--- src/rtl/game_pkg.sv ---
// Screen geometry and colour codes shared by the game video blocks.
package game_pkg;

   localparam int SCREEN_W    = 640;
   localparam int SCREEN_H    = 480;
   localparam int SHIP_HEIGHT = 30;
   localparam int V_OFFSET    = 10;

   localparam logic [2:0] BG_COLOR    = 3'd0;
   localparam logic [2:0] LASER_COLOR = 3'd6;

   typedef logic [9:0] coord_t;

endpackage

--- src/rtl/laser_pool_pkg.sv ---
// Laser pool helpers: spawn height and parked coordinates.
package laser_pool_pkg;
   import game_pkg::*;

   localparam coord_t PARK_X = coord_t'(SCREEN_W - 1);
   localparam coord_t PARK_Y = coord_t'(SCREEN_H - 1);

   // New shots appear just above the ship, one radius clear of its top edge.
   function automatic int calc_spawn_y(input int radius);
      return SCREEN_H - V_OFFSET - SHIP_HEIGHT - radius;
   endfunction

endpackage

--- src/rtl/laser_pool_if.sv ---
// Gun controller to laser pool fire handshake.
interface laser_pool_if;
   import game_pkg::*;

   logic   fire;
   coord_t gun_x;
   logic   fire_ack;

   modport master (output fire, output gun_x, input fire_ack);
   modport slave  (input fire, input gun_x, output fire_ack);

endinterface

--- src/rtl/laser_slot.sv ---
// One laser slot: position registers, spawn/kill/motion update and disc hit test.
module laser_slot
   import game_pkg::*;
   import laser_pool_pkg::*;
#(
   parameter int RADIUS  = 4,
   parameter int STEP    = 1,
   parameter int SPAWN_Y = 436
) (
   input  logic   clk,
   input  logic   reset,
   input  logic   enable,
   input  logic   spawn,
   input  logic   kill,
   input  coord_t spawn_x,
   input  coord_t h_pos,
   input  coord_t v_pos,
   output logic   alive,
   output coord_t x,
   output coord_t y,
   output logic   hit
);

   localparam coord_t             STEP_C  = coord_t'(STEP);
   localparam coord_t             SPAWN_C = coord_t'(SPAWN_Y);
   localparam logic signed [21:0] R2      = 22'(RADIUS * RADIUS);

   logic   alive_q, alive_d;
   coord_t x_q, x_d;
   coord_t y_q, y_d;

   logic signed [10:0] dx, dy;
   logic signed [21:0] dx_e, dy_e, dist2;

   // Next-state: kill beats spawn and motion; a freshly spawned shot holds still.
   always_comb begin
      alive_d = alive_q;
      x_d     = x_q;
      y_d     = y_q;
      if (kill && alive_q) begin
         alive_d = 1'b0;
         x_d     = PARK_X;
         y_d     = PARK_Y;
      end else if (spawn && !alive_q) begin
         alive_d = 1'b1;
         x_d     = spawn_x;
         y_d     = SPAWN_C;
      end else if (enable && alive_q) begin
         if (y_q >= STEP_C) begin
            y_d = y_q - STEP_C;
         end else begin
            alive_d = 1'b0;
            x_d     = PARK_X;
            y_d     = PARK_Y;
         end
      end
   end

   // Slot registers with synchronous reset to the parked position.
   always_ff @(posedge clk) begin
      if (reset) begin
         alive_q <= 1'b0;
         x_q     <= PARK_X;
         y_q     <= PARK_Y;
      end else begin
         alive_q <= alive_d;
         x_q     <= x_d;
         y_q     <= y_d;
      end
   end

   // Squared distance from the current pixel to the disc centre.
   always_comb begin
      dx    = $signed({1'b0, h_pos}) - $signed({1'b0, x_q});
      dy    = $signed({1'b0, v_pos}) - $signed({1'b0, y_q});
      dx_e  = 22'(dx);
      dy_e  = 22'(dy);
      dist2 = dx_e * dx_e + dy_e * dy_e;
      hit   = alive_q && (dist2 <= R2);
   end

   assign alive = alive_q;
   assign x     = x_q;
   assign y     = y_q;

endmodule

--- src/rtl/laser_pool.sv ---
// Pool of player lasers: slot allocation, fire cooldown and pixel colour.
module laser_pool
   import game_pkg::*;
   import laser_pool_pkg::*;
#(
   parameter  int NUM_SHOTS = 4,
   parameter  int RADIUS    = 4,
   parameter  int STEP      = 1,
   parameter  int COOLDOWN  = 16,
   localparam int IW        = (NUM_SHOTS > 1) ? $clog2(NUM_SHOTS) : 1
) (
   input  logic                    clk,
   input  logic                    reset,
   input  logic                    enable,
   laser_pool_if.slave             gun,
   input  logic                    kill_valid,
   input  logic [IW-1:0]           kill_idx,
   input  coord_t                  h_pos,
   input  coord_t                  v_pos,
   output logic [2:0]              color,
   output logic [NUM_SHOTS-1:0]    alive,
   output logic [10*NUM_SHOTS-1:0] x_flat,
   output logic [10*NUM_SHOTS-1:0] y_flat
);

   localparam int SPAWN_Y = calc_spawn_y(RADIUS);
   localparam int CW      = (COOLDOWN > 0) ? $clog2(COOLDOWN + 1) : 1;

   logic [NUM_SHOTS-1:0] spawn_vec;
   logic [NUM_SHOTS-1:0] kill_vec;
   logic [NUM_SHOTS-1:0] hit_vec;
   logic                 fire_ok;
   logic                 found;

   logic [CW-1:0] cool_q, cool_d;
   logic          fire_ack_q, fire_ack_d;
   logic [2:0]    color_q, color_d;

   // Accept a fire only with a free slot at cycle start and no cooldown pending.
   assign fire_ok = enable && gun.fire && (cool_q == '0) && !(&alive);

   // Lowest-index free slot gets the new shot.
   always_comb begin
      spawn_vec = '0;
      found     = 1'b0;
      for (int i = 0; i < NUM_SHOTS; i++) begin
         if (!alive[i] && !found) begin
            spawn_vec[i] = fire_ok;
            found        = 1'b1;
         end
      end
   end

   // Decode the kill index; out-of-range indices match no slot.
   always_comb begin
      kill_vec = '0;
      for (int i = 0; i < NUM_SHOTS; i++) begin
         kill_vec[i] = kill_valid && (32'(kill_idx) == i);
      end
   end

   genvar g;
   generate
      for (g = 0; g < NUM_SHOTS; g++) begin : g_slot
         laser_slot #(
            .RADIUS  (RADIUS),
            .STEP    (STEP),
            .SPAWN_Y (SPAWN_Y)
         ) u_slot (
            .clk     (clk),
            .reset   (reset),
            .enable  (enable),
            .spawn   (spawn_vec[g]),
            .kill    (kill_vec[g]),
            .spawn_x (gun.gun_x),
            .h_pos   (h_pos),
            .v_pos   (v_pos),
            .alive   (alive[g]),
            .x       (x_flat[10*g +: 10]),
            .y       (y_flat[10*g +: 10]),
            .hit     (hit_vec[g])
         );
      end
   endgenerate

   // Cooldown down-counter, fire ack and colour next-state.
   always_comb begin
      cool_d = cool_q;
      if (fire_ok) begin
         cool_d = CW'(COOLDOWN);
      end else if (enable && (cool_q != '0)) begin
         cool_d = cool_q - 1'b1;
      end
      fire_ack_d = fire_ok;
      color_d    = (|hit_vec) ? LASER_COLOR : BG_COLOR;
   end

   // Top-level registers with synchronous reset.
   always_ff @(posedge clk) begin
      if (reset) begin
         cool_q     <= '0;
         fire_ack_q <= 1'b0;
         color_q    <= BG_COLOR;
      end else begin
         cool_q     <= cool_d;
         fire_ack_q <= fire_ack_d;
         color_q    <= color_d;
      end
   end

   assign gun.fire_ack = fire_ack_q;
   assign color        = color_q;

endmodule

--- src/flat_wrapper.sv ---
// flat-port wrapper written by rule: the top's interface ports become plain ports
module laser_pool_flat import game_pkg::*; import laser_pool_pkg::*;
#(
   parameter  int NUM_SHOTS = 4,
   parameter  int RADIUS    = 4,
   parameter  int STEP      = 1,
   parameter  int COOLDOWN  = 16,
   localparam int IW        = (NUM_SHOTS > 1) ? $clog2(NUM_SHOTS) : 1
)
  (clk, reset, enable, kill_valid, kill_idx, h_pos, v_pos, color, alive, x_flat, y_flat, gun_fire, gun_gun_x, gun_fire_ack);
  laser_pool_if gun_i ();
  input  logic clk;
  input  logic reset;
  input  logic enable;
  input  logic kill_valid;
  input  logic [IW-1:0] kill_idx;
  input  coord_t h_pos;
  input  coord_t v_pos;
  output logic [2:0] color;
  output logic [NUM_SHOTS-1:0] alive;
  output logic [10*NUM_SHOTS-1:0] x_flat;
  output logic [10*NUM_SHOTS-1:0] y_flat;
  input wire logic [$bits(gun_i.fire)-1:0] gun_fire;
  input wire logic [$bits(gun_i.gun_x)-1:0] gun_gun_x;
  output wire logic [$bits(gun_i.fire_ack)-1:0] gun_fire_ack;
  assign gun_i.fire = gun_fire;
  assign gun_i.gun_x = gun_gun_x;
  assign gun_fire_ack = gun_i.fire_ack;
  laser_pool #(.NUM_SHOTS(NUM_SHOTS), .RADIUS(RADIUS), .STEP(STEP), .COOLDOWN(COOLDOWN)) u_core (.clk(clk), .reset(reset), .enable(enable), .gun(gun_i), .kill_valid(kill_valid), .kill_idx(kill_idx), .h_pos(h_pos), .v_pos(v_pos), .color(color), .alive(alive), .x_flat(x_flat), .y_flat(y_flat));
endmodule
--- config.mk ---
export PLATFORM = sky130hd
export DESIGN_NAME = laser_pool_flat
export DESIGN_NICKNAME = d
export VERILOG_FILES = /design/src/rtl/game_pkg.sv /design/src/rtl/laser_pool_pkg.sv /design/src/rtl/laser_pool_if.sv /design/src/rtl/laser_slot.sv /design/src/rtl/laser_pool.sv /design/src/flat_wrapper.sv
export SDC_FILE = /design/constraint.sdc
export NUM_CORES = 2
export LEC_CHECK = 0
export CAP_MARGIN = 25
export CORE_MARGIN = 5
export CORE_UTILIZATION = 66
export DETAILED_ROUTE_END_ITERATION = 10
export GPL_TIMING_DRIVEN = 0
export HOLD_SLACK_MARGIN = 0.12
export PLACE_DENSITY = 0.82
export SLEW_MARGIN = 20
export SYNTH_ARGS = -nofsm -noshare
export SYNTH_HDL_FRONTEND = slang
export SYNTH_SLANG_ARGS = --single-unit
--- constraint.sdc ---
create_clock -name clk -period 12.2 [get_ports clk]
set_clock_uncertainty 0.1 [all_clocks]
set_input_delay 2.44 -clock clk [delete_from_list [all_inputs] [get_ports clk]]
set_output_delay 2.44 -clock clk [all_outputs]
set_load 0.02 [all_outputs]
Word-level counts from Yosys, hierarchy flattened
Cells that the tools add are included.

Bits in registers: 93. Output and inout port bits: 88. Word-level logic and storage cells: 163. Bits of input ports: 37.

Equality and inequality tests: 7. Magnitude comparators: 8. Reductions and logical operators: 57. Add/subtract/negate cells: 17. $mul: 8. Mux-type cells: 46.

Operators by type and width (number): $mul A11 B11 Y22 (8); $mux W10 (16); $add A22 B22 Y22 (4); $le A22 B6 Y1 const B (4); $sub A10 B10 Y11 (8); $mux W7 (8); $ge A10 B1 Y1 const B (4); $sub A10 B1 Y10 const B (4); $logic_and A1 B1 Y1 (27); $mux W1 (19); $reduce_or A3 Y1 (4); $mux W5 (2); $reduce_bool A2 Y1 (5); $reduce_or A2 Y1 (5); $ne A2 B2 Y1 const B (4); $reduce_and A2 Y1 (4); $logic_not A1 Y1 (7); $logic_not A5 Y1 (1); $reduce_bool A5 Y1 (1); $sub A5 B1 Y5 const B (1); $eq A2 B2 Y1 const B (2); $reduce_and A4 Y1 (1); $reduce_or A4 Y1 (1); $mux W3 (1); other kinds (2) (2).

Longest topological paths before layout
Depth after elaboration: 12. Depth in mapped cells: 38. Mapped depth without buffers: 35.

Cells and area by module
A second synthesis with hierarchy kept.

Cells, all modules: 4656. Area total of the unflattened synthesis: 41309.6 µm².

Modules (own cells, without submodules): laser_slot (u_core.g_slot[1].u_slot) (sequential area each 420.4 µm², area each 10266.1 µm², cells an instance 1151, times used 1); laser_slot (u_core.g_slot[2].u_slot) (sequential area each 420.4 µm², area each 10241.1 µm², cells an instance 1162, times used 1); laser_slot (u_core.g_slot[3].u_slot) (sequential area each 420.4 µm², area each 10222.3 µm², cells an instance 1158, times used 1); laser_slot (u_core.g_slot[0].u_slot) (sequential area each 420.4 µm², area each 10171.0 µm², cells an instance 1134, times used 1); laser_pool (sequential area each 140.1 µm², area each 409.1 µm², cells an instance 51, times used 1).

Worst setup path before layout
Ideal clock, no wire load.

Path kind: input-to-reg. Start point: input v_pos[0]. End point: register u_core.color_q[1], in the netlist u_core.color[1]. Setup time: 74 ps. Arrival time: 11162 ps. Setup slack: 864 ps. Buffers on the path: 0. Cell stages on the path: 31. Required time: 12026 ps. Cells stage by stage: inv_1 -> ha_1 -> fa_1 -> nor2b_1 -> o21ai_0 -> a21boi_0 -> o21ai_0 -> a21boi_0 -> o21ai_1 -> nand2_1 -> a311oi_1 -> fa_1 -> fa_1 -> inv_1 -> fa_1 -> fa_1 -> inv_1 -> fa_1 -> inv_1 -> fa_1 -> fa_1 -> inv_1 -> ha_1 -> a31oi_1 -> o2111ai_1 -> nor4_1 -> o21ai_0 -> or4_1 -> or4_1 -> o311a_1 -> a31oi_1.

Longest elaborated chain between the ends: 7. Elaborated cells between the ends (all ways): 22. Those cells by class: 8 x add/sub; 4 x mul; 4 x order compare; 1 x mux; 5 x reduce/logical.

RTL lines: from (decl) (line flat_wrapper.sv:18) `input coord_t v_pos;`; $sub A10 B10 Y11 (line laser_slot.sv:75) `dy = $signed({1'b0, v_pos}) - $signed({1'b0, y_q});`; $mul A11 B11 Y22 (line laser_slot.sv:78) `dist2 = dx_e * dx_e + dy_e * dy_e;`; $add A22 B22 Y22 (line laser_slot.sv:78); $le A22 B6 Y1 (line laser_slot.sv:79) `hit = alive_q && (dist2 <= R2);`; $logic_and A1 B1 Y1 (line laser_slot.sv:79); $reduce_or A4 Y1 (*) (line laser_pool.sv:95) `color_d = (|hit_vec) ? LASER_COLOR : BG_COLOR;`; $mux W3 (*) (line laser_pool.sv:95); to (signal assigned) (line laser_pool.sv:107) `color_q <= color_d;`; to (decl) (line laser_pool.sv:37) `logic [2:0] color_q, color_d;`.

Mark *: on every way between the ends. The rest lies on a longest branch, timed or not. A chain may end at the register's enable or synchronous reset.

Worst setup path in the final report
Ends and elaborated chain as after synthesis.

==> results_dict.tcl <==
set metrics [dict create \
    ant_nets 0 \
    h-tree-depth 3 \
    synth.most_common_cell "inv_1" \
    syn_inst 4712 \
    grt_usage_pct 34.0 \
    hold_viol_final 0 \
    fin_tns_setup_ns 0 \
    numCtsBuffers 9 \
    rr_worst_depth 33 \
    period_minus_slack_ns 11.93 \
    dr.pass1.iters 6 \
    outcome "complete, no violations" \
    dp.cells 5675 \
    start_util_pct 66.8 \
    fillers 4742 \
    seq_area_frac_synth_pct 4.41 \
    yosys.area_share.simple_pct 12.6 \
    place_area_mm2 0.0437 \
    placementRows 91 \
    netlist.area_leader.share_pct 45.7 \
    max_freq_mhz 83.8 \
    synth.mux.area_fraction_pct 0.339 \
    yosysWarningCount 0 \
    netlist_area_mm2 0.0413 \
    start_kind "primary input" \
    grt_pass1_vias 34700 \
    cts_tree "done" \
    relSlewSlack_pct 23.7 \
    synth-adder-area-share_pct 58.4 \
    critical-path-max-stage-delay_ns 0.62 \
    utilization_pct 71.9 \
    chipWidth_um 260 \
    io_pins 125 \
    syn-num-nets 6111 \
    synth_compound_area_share_pct 7.41 \
    fin_area_mm2 0.0445 \
    synth_xor_area_share_pct 3.58 \
    hold_path_depth 2 \
    clk_path_buf_depth 2 \
    drive_above_1_share_pct 4.38 \
    antenna_found_initial 1 \
    clk_pin_slew_ns 0.07 \
    path_max_fanout 10 \
    crit_slowest_cell "fa_2" \
    yosys-top-cells-area "fa_1 (46%), ha_1 (13%), inv_1 (12%)" \
    post-route-period-util_pct 97.8 \
    drc 0 \
    place_hpwl_um 96100 \
    nets 6260 \
    dieArea_mm2 0.0677 \
    synth_cell_types 81 \
    synthFlopType "dfxtp_1" \
    finalNonFillerCells 5702 \
    grt_max_degree 17 \
    wirelength_um 112000 \
    synthTopCellsByCount "inv_1 (1315), fa_1 (944), ha_1 (418), nor2_1 (414), nand2_1 (350)" \
    areaGrowthSynthToFinish_pct 7.63 \
    worstPathRequired_ns 12.37 \
    numPortBuffers 123 \
    max_cap_violations 0 \
    drv_slew 0 \
    routed_via_density 5.71 \
    path_common_cell "fa_1" \
    antenna_cells 0 \
    avgSynthCellArea_um2 8.77 \
    drt_iter0_markers 2602 \
    die_h_um 260 \
    end_kind "flop" \
    synth-edff-count 0 \
    yosysTopAreaCell "fa_1" \
    crit_type "in -> reg" \
    async_flop_share_pct 0 \
    synth_top_family_by_area "adder cells" \
    hold_buffers 0 \
    min_path_type "reg -> reg" \
    place_congestion 0.982 \
    clkSinkCount 91 \
    setup_violations 0 \
    num_vias 32600 \
    grt_pass1_wl_um 179000 \
    ys_ff_latch 91 \
    clk_latency_ns 0.35 \
    core_area_mm2 0.0618 \
    cp.arrival_ns 12.10 \
    root_buffer "clkbuf_16" \
    tightest_slew_ns 1.14 \
    gr-total-overflow 0 \
    routedWlPerCell_um 19.6 \
]
-- area by class of cell --
| cell class | count | area [µm²] | share of cell area (%) |
|---|---|---|---|
| multi-input cells | 3167 | 34400 | 77.2 |
| inverters | 1349 | 5100 | 11.5 |
| flip-flops and latches | 91 | 1820 | 4.10 |
| repair buffers | 153 | 1480 | 3.33 |
| well taps | 837 | 1050 | 2.35 |
| plain buffers | 90 | 402 | 0.903 |
| clock buffers | 9 | 225 | 0.506 |
| clock inverters | 6 | 48.8 | 0.110 |
-- flip-flops by register name (all words and copies together) (netlist names) --
register	count
u_core.gun.fire_ack	1
u_core.g_slot.u_slot.x	40
u_core.g_slot.u_slot.alive	4
u_core.color	1
u_core.cool_q	5
u_core.g_slot.u_slot.y	40
-- path summary, 6_finish.rpt --
path,startpoint,endpoint,slack [ns]
worst max register to register,u_core.g_slot[3].u_slot.y[1],u_core.color[1],2.48
worst min register to register,u_core.g_slot[1].u_slot.x[9],u_core.g_slot[1].u_slot.x[9],0.39
worst max-delay path,v_pos[0],u_core.color[1],0.27
worst min-delay path,u_core.g_slot[1].u_slot.x[9],u_core.g_slot[1].u_slot.x[9],0.39
-- layer usage --
layer	up-vias	GRT usage [%]	share of wire [%]
li1	14500	-	-
met3	364	6.25	9.7
met2	1567	55.3	47
met1	16200	44.2	37
met4	2	16.8	6.5
met5	-	0	0.012
-- cells in the final DEF (no fill, tap or decap), types with 26 or more instances in the layout --
cell type / n
xor2_1: 33
o211ai_1: 26
fa_1: 928
xnor2_1: 126
o21ai_0: 94
nor2_1: 407
clkdlybuf4s50_1: 120
ha_1: 411
or2_2: 33
a21oi_1: 96
dfxtp_1: 91
buf_4: 30
nor3_1: 110
nand2_1: 350
inv_1: 1307
nand2b_1: 35
nand3_1: 68
nor2b_1: 32
clkbuf_1: 61
-- kinds of logic (layout without fill, tap and decap cells) --
family          after synthesis  count (layout)
xor+xnor                    168             168
simple gates               1164            1164
mux                          14              14
compound gates              458             458
flops                        91              91
buf+inv                    1454            1607
other cells                   1               1
fa+ha+maj                  1362            1362
-- worst max-delay path: cells and delay by family --
family | cells | cell delay, ns
adders and majority gates | 10 | 4.52
AOI/OAI and AO/OA | 11 | 2.08
and+or+nand+nor | 6 | 1.44
buffers and inverters | 9 | 1.42
xor gates and xnor gates | 1 | 0.18
-- per-stage QoR --
step | hold WS (ns) | setup slack [ns]
after floorplan | 0.391 | 0.864
after global placement | 0.365 | -2.53
after detailed placement | 0.374 | -1.30
after CTS | 0.385 | 0.0198
after global routing | 0.418 | -0.0707
final | 0.386 | 0.272
-- timing repair --
item                                    CTS  global route
gates resized for setup                  33           115
setup buffers                             6            16
endpoints found under the setup margin    1             1
pin swaps                                 3            13
Power is left out: the tool's default activity adds up to more than one toggle a clock period on the data nets, which glitch-free logic cannot reach.
